File: config.mk
export PLATFORM = sky130hd
export DESIGN_NAME = decode_pipe
export DESIGN_NICKNAME = d
export VERILOG_FILES = /design/src/rtl/decode_pkg.sv /design/src/rtl/decode_pipe_hazard_unit.sv /design/src/rtl/decode_pipe_regfile.sv /design/src/rtl/decode_pipe.sv
export SDC_FILE = /design/constraint.sdc
export NUM_CORES = 2
export LEC_CHECK = 0
export BUFFER_PORTS_ARGS = -buffer_cell sky130_fd_sc_hd__buf_2
export CAP_MARGIN = 5
export CORE_MARGIN = 5
export CORE_UTILIZATION = 40
export CTS_CLUSTER_SIZE = 40
export DETAILED_ROUTE_END_ITERATION = 7
export SYNTH_ARGS = -nofsm -noshare
export SYNTH_HDL_FRONTEND = slang
export SYNTH_SLANG_ARGS = --single-unit
File: constraint.sdc
create_clock -name clk -period 5 [get_ports clk]
set_input_delay 1 -clock clk [delete_from_list [all_inputs] [get_ports clk]]
set_output_delay 1 -clock clk [all_outputs]
set_load 0.01 [all_outputs]
File: src/rtl/decode_pkg.sv
// Shared types for the decode stage: control word, immediate formats, opcodes,
// and the opcode decoder / immediate generator helpers.
package decode_pkg;

  localparam logic [6:0] OPC_LUI    = 7'b0110111;
  localparam logic [6:0] OPC_AUIPC  = 7'b0010111;
  localparam logic [6:0] OPC_JAL    = 7'b1101111;
  localparam logic [6:0] OPC_JALR   = 7'b1100111;
  localparam logic [6:0] OPC_BRANCH = 7'b1100011;
  localparam logic [6:0] OPC_LOAD   = 7'b0000011;
  localparam logic [6:0] OPC_STORE  = 7'b0100011;
  localparam logic [6:0] OPC_OP_IMM = 7'b0010011;
  localparam logic [6:0] OPC_OP     = 7'b0110011;

  // ALU ops are {funct7[5], funct3}; with branch=1 they are {1, funct3} compare codes
  localparam logic [3:0] ALU_ADD   = 4'b0000;
  localparam logic [3:0] ALU_PASSB = 4'b1111;

  typedef enum logic [2:0] {
    IMM_NONE,
    IMM_I,
    IMM_S,
    IMM_B,
    IMM_U,
    IMM_J
  } imm_fmt_e;

  typedef struct packed {
    logic       reg_write;
    logic       mem_read;
    logic       mem_write;
    logic       branch;
    logic       jump;
    logic       alu_src;
    logic [3:0] alu_op;
    logic       illegal;
  } ctrl_t;

  typedef struct packed {
    ctrl_t    ctrl;
    imm_fmt_e fmt;
    logic     uses_rs1;
    logic     uses_rs2;
    logic     uses_rd;
  } dec_t;

  localparam ctrl_t CTRL_ILLEGAL = '{illegal: 1'b1, default: '0};

  function automatic dec_t decode_op(input logic [6:0] opcode,
                                     input logic [2:0] funct3,
                                     input logic       funct7b5);
    dec_t d;
    d = '0;
    case (opcode)
      OPC_LUI: begin
        d.ctrl.reg_write = 1'b1;
        d.ctrl.alu_src   = 1'b1;
        d.ctrl.alu_op    = ALU_PASSB;
        d.fmt            = IMM_U;
        d.uses_rd        = 1'b1;
      end
      OPC_AUIPC: begin
        d.ctrl.reg_write = 1'b1;
        d.ctrl.alu_src   = 1'b1;
        d.fmt            = IMM_U;
        d.uses_rd        = 1'b1;
      end
      OPC_JAL: begin
        d.ctrl.reg_write = 1'b1;
        d.ctrl.jump      = 1'b1;
        d.ctrl.alu_src   = 1'b1;
        d.fmt            = IMM_J;
        d.uses_rd        = 1'b1;
      end
      OPC_JALR: begin
        d.ctrl.reg_write = 1'b1;
        d.ctrl.jump      = 1'b1;
        d.ctrl.alu_src   = 1'b1;
        d.fmt            = IMM_I;
        d.uses_rs1       = 1'b1;
        d.uses_rd        = 1'b1;
      end
      OPC_BRANCH: begin
        d.ctrl.branch = 1'b1;
        d.ctrl.alu_op = {1'b1, funct3};
        d.fmt         = IMM_B;
        d.uses_rs1    = 1'b1;
        d.uses_rs2    = 1'b1;
      end
      OPC_LOAD: begin
        d.ctrl.reg_write = 1'b1;
        d.ctrl.mem_read  = 1'b1;
        d.ctrl.alu_src   = 1'b1;
        d.fmt            = IMM_I;
        d.uses_rs1       = 1'b1;
        d.uses_rd        = 1'b1;
      end
      OPC_STORE: begin
        d.ctrl.mem_write = 1'b1;
        d.ctrl.alu_src   = 1'b1;
        d.fmt            = IMM_S;
        d.uses_rs1       = 1'b1;
        d.uses_rs2       = 1'b1;
      end
      OPC_OP_IMM: begin
        d.ctrl.reg_write = 1'b1;
        d.ctrl.alu_src   = 1'b1;
        // only shift-right immediates carry the arithmetic/logical select in funct7
        d.ctrl.alu_op    = {(funct3 == 3'b101) && funct7b5, funct3};
        d.fmt            = IMM_I;
        d.uses_rs1       = 1'b1;
        d.uses_rd        = 1'b1;
      end
      OPC_OP: begin
        d.ctrl.reg_write = 1'b1;
        d.ctrl.alu_op    = {funct7b5, funct3};
        d.uses_rs1       = 1'b1;
        d.uses_rs2       = 1'b1;
        d.uses_rd        = 1'b1;
      end
      default: d.ctrl.illegal = 1'b1;
    endcase
    return d;
  endfunction

  function automatic logic [31:0] imm_gen(input logic [31:7] ins, input imm_fmt_e fmt);
    logic [31:0] imm;
    case (fmt)
      IMM_I:   imm = {{20{ins[31]}}, ins[31:20]};
      IMM_S:   imm = {{20{ins[31]}}, ins[31:25], ins[11:7]};
      IMM_B:   imm = {{19{ins[31]}}, ins[31], ins[7], ins[30:25], ins[11:8], 1'b0};
      IMM_U:   imm = {ins[31:12], 12'b0};
      IMM_J:   imm = {{11{ins[31]}}, ins[31], ins[19:12], ins[20], ins[30:21], 1'b0};
      default: imm = '0;
    endcase
    return imm;
  endfunction

endpackage

File: src/rtl/decode_pipe_hazard_unit.sv
// Load-use hazard detection: stalls a fetch instruction that reads the
// destination of a load still sitting in EX.
module decode_pipe_hazard_unit #(
  parameter int REG_ID_W = 5
) (
  input  logic                if_valid,
  input  logic                id_valid,
  input  logic                ex_mem_read,
  input  logic [REG_ID_W-1:0] ex_rd,
  input  logic [REG_ID_W-1:0] rs1,
  input  logic [REG_ID_W-1:0] rs2,
  input  logic                uses_rs1,
  input  logic                uses_rs2,
  output logic                stall
);

  assign stall = if_valid && id_valid && ex_mem_read && (ex_rd != '0) &&
                 ((uses_rs1 && (rs1 == ex_rd)) || (uses_rs2 && (rs2 == ex_rd)));

endmodule

File: src/rtl/decode_pipe_regfile.sv
// Architectural register file: two combinational read ports with writeback
// bypass, one write port; x0 is hard-wired to zero.
module decode_pipe_regfile #(
  parameter int XLEN     = 32,
  parameter int NUM_REGS = 32,
  parameter int REG_ID_W = $clog2(NUM_REGS)
) (
  input  logic                clk,
  input  logic                rst,
  input  logic                we,
  input  logic [REG_ID_W-1:0] waddr,
  input  logic [XLEN-1:0]     wdata,
  input  logic [REG_ID_W-1:0] raddr1,
  input  logic [REG_ID_W-1:0] raddr2,
  output logic [XLEN-1:0]     rdata1,
  output logic [XLEN-1:0]     rdata2
);

  logic [XLEN-1:0] regs [NUM_REGS];
  logic            wr_en;

  assign wr_en = we && (waddr != '0);

  always_ff @(posedge clk) begin
    if (rst) begin
      for (int i = 0; i < NUM_REGS; i++) regs[i] <= '0;
    end else if (wr_en) begin
      regs[waddr] <= wdata;
    end
  end

  always_comb begin
    rdata1 = '0;
    if (raddr1 == '0)                    rdata1 = '0;
    else if (wr_en && (waddr == raddr1)) rdata1 = wdata;
    else                                 rdata1 = regs[raddr1];
  end

  always_comb begin
    rdata2 = '0;
    if (raddr2 == '0)                    rdata2 = '0;
    else if (wr_en && (waddr == raddr2)) rdata2 = wdata;
    else                                 rdata2 = regs[raddr2];
  end

endmodule

File: src/rtl/decode_pipe.sv
// Decode stage with ID/EX register, load-use stall and branch flush.
// Optional DECODE_PERF_CNT_EN adds saturating stall/flush counters.
module decode_pipe
  import decode_pkg::*;
#(
  parameter int XLEN     = 32,
  parameter int NUM_REGS = 32,
  localparam int REG_ID_W = $clog2(NUM_REGS)
) (
  input  logic                clk,
  input  logic                rst,
  input  logic                if_valid,
  output logic                if_ready,
  input  logic [31:0]         instruction,
  input  logic [XLEN-1:0]     pc,
  input  logic                wb_reg_write,
  input  logic [REG_ID_W-1:0] wb_id,
  input  logic [XLEN-1:0]     wb_data,
  input  logic                ex_mem_read,
  input  logic [REG_ID_W-1:0] ex_rd,
  input  logic                flush,
  input  logic                ex_ready,
  output logic                id_valid,
  output logic [XLEN-1:0]     id_data1,
  output logic [XLEN-1:0]     id_data2,
  output logic [XLEN-1:0]     id_imm,
  output logic [REG_ID_W-1:0] id_rs1,
  output logic [REG_ID_W-1:0] id_rs2,
  output logic [REG_ID_W-1:0] id_rd,
  output logic [XLEN-1:0]     id_pc,
  output logic [XLEN-1:0]     id_pc_branch,
  output ctrl_t               id_control
`ifdef DECODE_PERF_CNT_EN
  ,
  output logic [31:0]         perf_stall_cnt,
  output logic [31:0]         perf_flush_cnt
`endif
);

  logic [REG_ID_W-1:0] rs1, rs2, rd;
  dec_t                dec;
  logic [31:0]         imm32;
  logic [XLEN-1:0]     imm;
  logic [XLEN-1:0]     rdata1, rdata2;
  logic                stall, advance, accept, bad_idx;

  assign rs1   = instruction[15 +: REG_ID_W];
  assign rs2   = instruction[20 +: REG_ID_W];
  assign rd    = instruction[7 +: REG_ID_W];
  assign dec   = decode_op(instruction[6:0], instruction[14:12], instruction[30]);
  assign imm32 = imm_gen(instruction[31:7], dec.fmt);
  assign imm   = XLEN'($signed(imm32));

  // RV32E: any referenced register index with bit 4 set does not exist
  assign bad_idx = (NUM_REGS < 32) &&
                   ((dec.uses_rs1 && instruction[19]) ||
                    (dec.uses_rs2 && instruction[24]) ||
                    (dec.uses_rd  && instruction[11]));

  decode_pipe_regfile #(
    .XLEN     (XLEN),
    .NUM_REGS (NUM_REGS),
    .REG_ID_W (REG_ID_W)
  ) u_regfile (
    .clk    (clk),
    .rst    (rst),
    .we     (wb_reg_write),
    .waddr  (wb_id),
    .wdata  (wb_data),
    .raddr1 (rs1),
    .raddr2 (rs2),
    .rdata1 (rdata1),
    .rdata2 (rdata2)
  );

  decode_pipe_hazard_unit #(
    .REG_ID_W (REG_ID_W)
  ) u_hazard (
    .if_valid    (if_valid),
    .id_valid    (id_valid),
    .ex_mem_read (ex_mem_read),
    .ex_rd       (ex_rd),
    .rs1         (rs1),
    .rs2         (rs2),
    .uses_rs1    (dec.uses_rs1),
    .uses_rs2    (dec.uses_rs2),
    .stall       (stall)
  );

  assign advance  = !id_valid || ex_ready;
  assign if_ready = !stall && advance;
  assign accept   = if_valid && if_ready;

  always_ff @(posedge clk) begin
    if (rst) begin
      id_valid     <= 1'b0;
      id_data1     <= '0;
      id_data2     <= '0;
      id_imm       <= '0;
      id_rs1       <= '0;
      id_rs2       <= '0;
      id_rd        <= '0;
      id_pc        <= '0;
      id_pc_branch <= '0;
      id_control   <= '0;
    end else if (flush) begin
      id_valid   <= 1'b0;
      id_control <= '0;
    end else if (advance) begin
      if (accept && !bad_idx) begin
        id_valid     <= 1'b1;
        id_data1     <= rdata1;
        id_data2     <= rdata2;
        id_imm       <= imm;
        id_rs1       <= rs1;
        id_rs2       <= rs2;
        id_rd        <= rd;
        id_pc        <= pc;
        id_pc_branch <= pc + imm;
        id_control   <= dec.ctrl;
      end else begin
        // stall bubble, drained slot, or nonexistent register index
        id_valid   <= 1'b0;
        id_control <= (accept && bad_idx) ? CTRL_ILLEGAL : '0;
      end
    end
  end

`ifdef DECODE_PERF_CNT_EN
  always_ff @(posedge clk) begin
    if (rst) begin
      perf_stall_cnt <= '0;
      perf_flush_cnt <= '0;
    end else begin
      if (stall && (perf_stall_cnt != '1)) perf_stall_cnt <= perf_stall_cnt + 32'd1;
      if (flush && (perf_flush_cnt != '1)) perf_flush_cnt <= perf_flush_cnt + 32'd1;
    end
  end
`endif

endmodule

==> impl_metrics.ini <==
[status]
status = finished clean

[floorplan]
coreArea_mm2 = 0.157
die_h_um = 407
die_w_um = 407
rows = 145
pin_count = 301
start_util_pct = 40.3
die-area_mm2 = 0.166

[global_route]
antenna_found_initial = 26
gr-total-overflow = 0
grt_pass1_wl_um = 309000
grt_pass1_vias = 40509
grt_usage_pct = 26.6
grt_max_degree = 128

[route]
vias = 41223
wl_per_cell_um = 32.7
avgViaCountPerCell = 6.10
drc = 0
first_pass_iters = 5
wl_um = 221000
initialDrtViolationCount = 5761
ant_nets = 0

[power]
power.total_w = 0.0247
ir_drop_mv = 0.367
p_leak_nw = 25.5
power_density_mw_per_mm2 = 344

[place]
placed_cell_area_mm2 = 0.0675
gp_congestion = 0.937
io_buffers = 300
dp_hpwl_um = 134000

[sta]
rsz0062_at_grt = no
final-max-slew-violation-count = 0
finalSetupTns_ps = 0
setup_viol_count_final = 0
min_period_ps = 4210
skew_ps = 24.8
fin_crit_sh_pct = 84.2
hold_viol = 0
worst_pin_slew_ps = 1250
fmax_ghz = 0.238
slew_headroom_pct = 16.4

[critical_path]
crit_fanout = 7
worstSetupPathType = in2reg
setup.worst_path.start_class = input pin
crit_required_ps = 5680
critPathArrivalTime_ps = 4890
end_kind = register

[synth]
synth_top_family_by_area = multiplexers
yosys.area_share.simple_pct = 13.7
synth_area_leader_cell = edfxtp_1
synthXorXnorAreaFrac_pct = 0.653
netlist.area_leader.share_pct = 48.8
synth_compound_area_share_pct = 3.44
ys_seq_area_share_pct = 54.7
synth_mux_area_share_pct = 23.9
synth_ff_type = edfxtp_1
netlist_instances = 4372
syn_area_mm2 = 0.0631
synth_area_leaders = edfxtp_1, mux4_2, and2_1, dfxtp_1, clkbuf_1
synth.distinct_cells = 70
synth_edf_count = 1024
synthAdderAreaFrac_pct = 0.647
async_reset_ff_share_pct = 0
synth_most_common_cell = edfxtp_1
ys_warn_count = 0
synth-seq-cells = 1211
synthTopCellsByCount = edfxtp_1, and2_1, mux4_2
syn_area_per_cell_um2 = 14.4

[clock_tree]
h-tree-depth = 4
clkTransAtPathRegs_ps = 60
cts_buffers = 136
cts_tree = done
clockBufferDepth = 3
cts_hold_buf = 0
cts_setup_buffers = 0
cts.root.buffer_cell = clkbuf_16
cts_resized = 0
clk_latency_ps = 790
cts.sinks = 1211

[cells_and_area]
layout-drive-gt1-share_pct = 29.6
stdcell_area_mm2 = 0.0719
nFillCells = 13710
syn_to_final_growth_pct = 14.0
nets = 4721

[min_path]
hp-class = reg2reg

[job]
cap_violations = 0
-- registers in the layout (all words and copies together), names as in the netlist --
signal and count:
id_data2 32, id_rd 5, id_valid 1, id_imm 32, id_pc 32, id_pc_branch 32, id_data1 32, id_rs2 5
id_rs1 5, id_control 11, u_regfile.regs 1024
-- area by class of cell --
cell class / count / area [um^2] / share of cell area [%]
Inverter: 8 / 30.0 / 0.0418
Clock buffer: 180 / 3830 / 5.33
Sequential cell: 1211 / 34500 / 48.0
Timing Repair Buffer: 470 / 3300 / 4.59
Antenna cell: 15 / 37.5 / 0.0522
Tap cell: 2058 / 2570 / 3.58
Clock inverter: 70 / 504 / 0.701
Multi-Input combinational cell: 2749 / 27100 / 37.7
-- worst max-delay path, stage by stage --
cell,delay [ps]
buf_2,110
and3b_1,280
nand2b_1,90
or3_1,340
o21ai_2,150
a32o_1,260
ha_1,210
inv_1,70
fa_1,380
nand2b_1,210
a21oi_2,210
a311oi_2,150
o31ai_1,280
buf_4,170
and3_4,200
o2111ai_2,120
a21oi_1,190
mux2_1,350
o22ai_2,110
-- cell usage in the layout (no fill, tap or decap), types with 36 or more instances in the layout --
cell type	synthesis	layout
edfxtp_1	1024	1024
and2_1	1001	1001
mux4_2	640	640
nand2_1	292	292
buf_2	82	289
a21oi_1	204	204
dfxtp_1	187	187
clkbuf_16	0	145
buf_4	11	138
nor2_1	143	111
o21ai_1	70	68
mux2i_1	65	65
buf_12	0	36
-- per-layer routing --
layer | part of all wire (%) | vias to the layer above | wire [um] | global-route usage (%)
li1 | - | 16894 | - | -
met1 | 39 | 21396 | 86300 | 36.2
met2 | 46 | 2521 | 101000 | 41.0
met3 | 12 | 398 | 25700 | 7.03
met4 | 3.6 | 14 | 7960 | 10.3
met5 | 0.047 | - | 104 | 0
-- stage by stage --
stage / hold slack, ps / util [%] / cells / setup slack [ps]
floorplan: 470 / - / 4403 / 426
global placement: 432 / 43.1 / 6496 / 78.4
detailed placement: 441 / 43.1 / 6496 / 28.0
CTS: 434 / 45.9 / 6746 / 833
global route: 460 / 45.9 / 6748 / 560
finish: 443 / 45.9 / 6761 / 791
-- power breakdown --
group          total (W)  switching (W)  internal [W]
Sequential        0.0117       0.000267        0.0115
Clock            0.00989        0.00427       0.00562
Combinational    0.00308        0.00176       0.00132
-- path summary, 6_finish.rpt --
check                                                     end  depth (start not counted)  slack [ps]                                 from
worst min register to register      id_data1[14]$_SDFFE_PP0P_                          2         440            id_data1[14]$_SDFFE_PP0P_
worst max-delay path            id_pc_branch[30]$_SDFFE_PP0P_                         19         790                       instruction[3]
worst max register to register       id_data2[2]$_SDFFE_PP0P_                          6        2330  u_regfile.regs[11][2]$_SDFFCE_PN0P_
worst min-delay path                id_data1[14]$_SDFFE_PP0P_                          2         440            id_data1[14]$_SDFFE_PP0P_
-- kinds of logic after synthesis --
| group | count (synthesis) |
|---|---|
| AOI/OAI and AO/OA | 382 |
| xor gates and xnor gates | 47 |
| adders and majority gates | 32 |
| buffers and inverters | 443 |
| DFF | 1211 |
| muxes | 707 |
| other | 1 |
| and+or+nand+nor | 1549 |
Note: power is estimated with default switching activity, not from simulation.
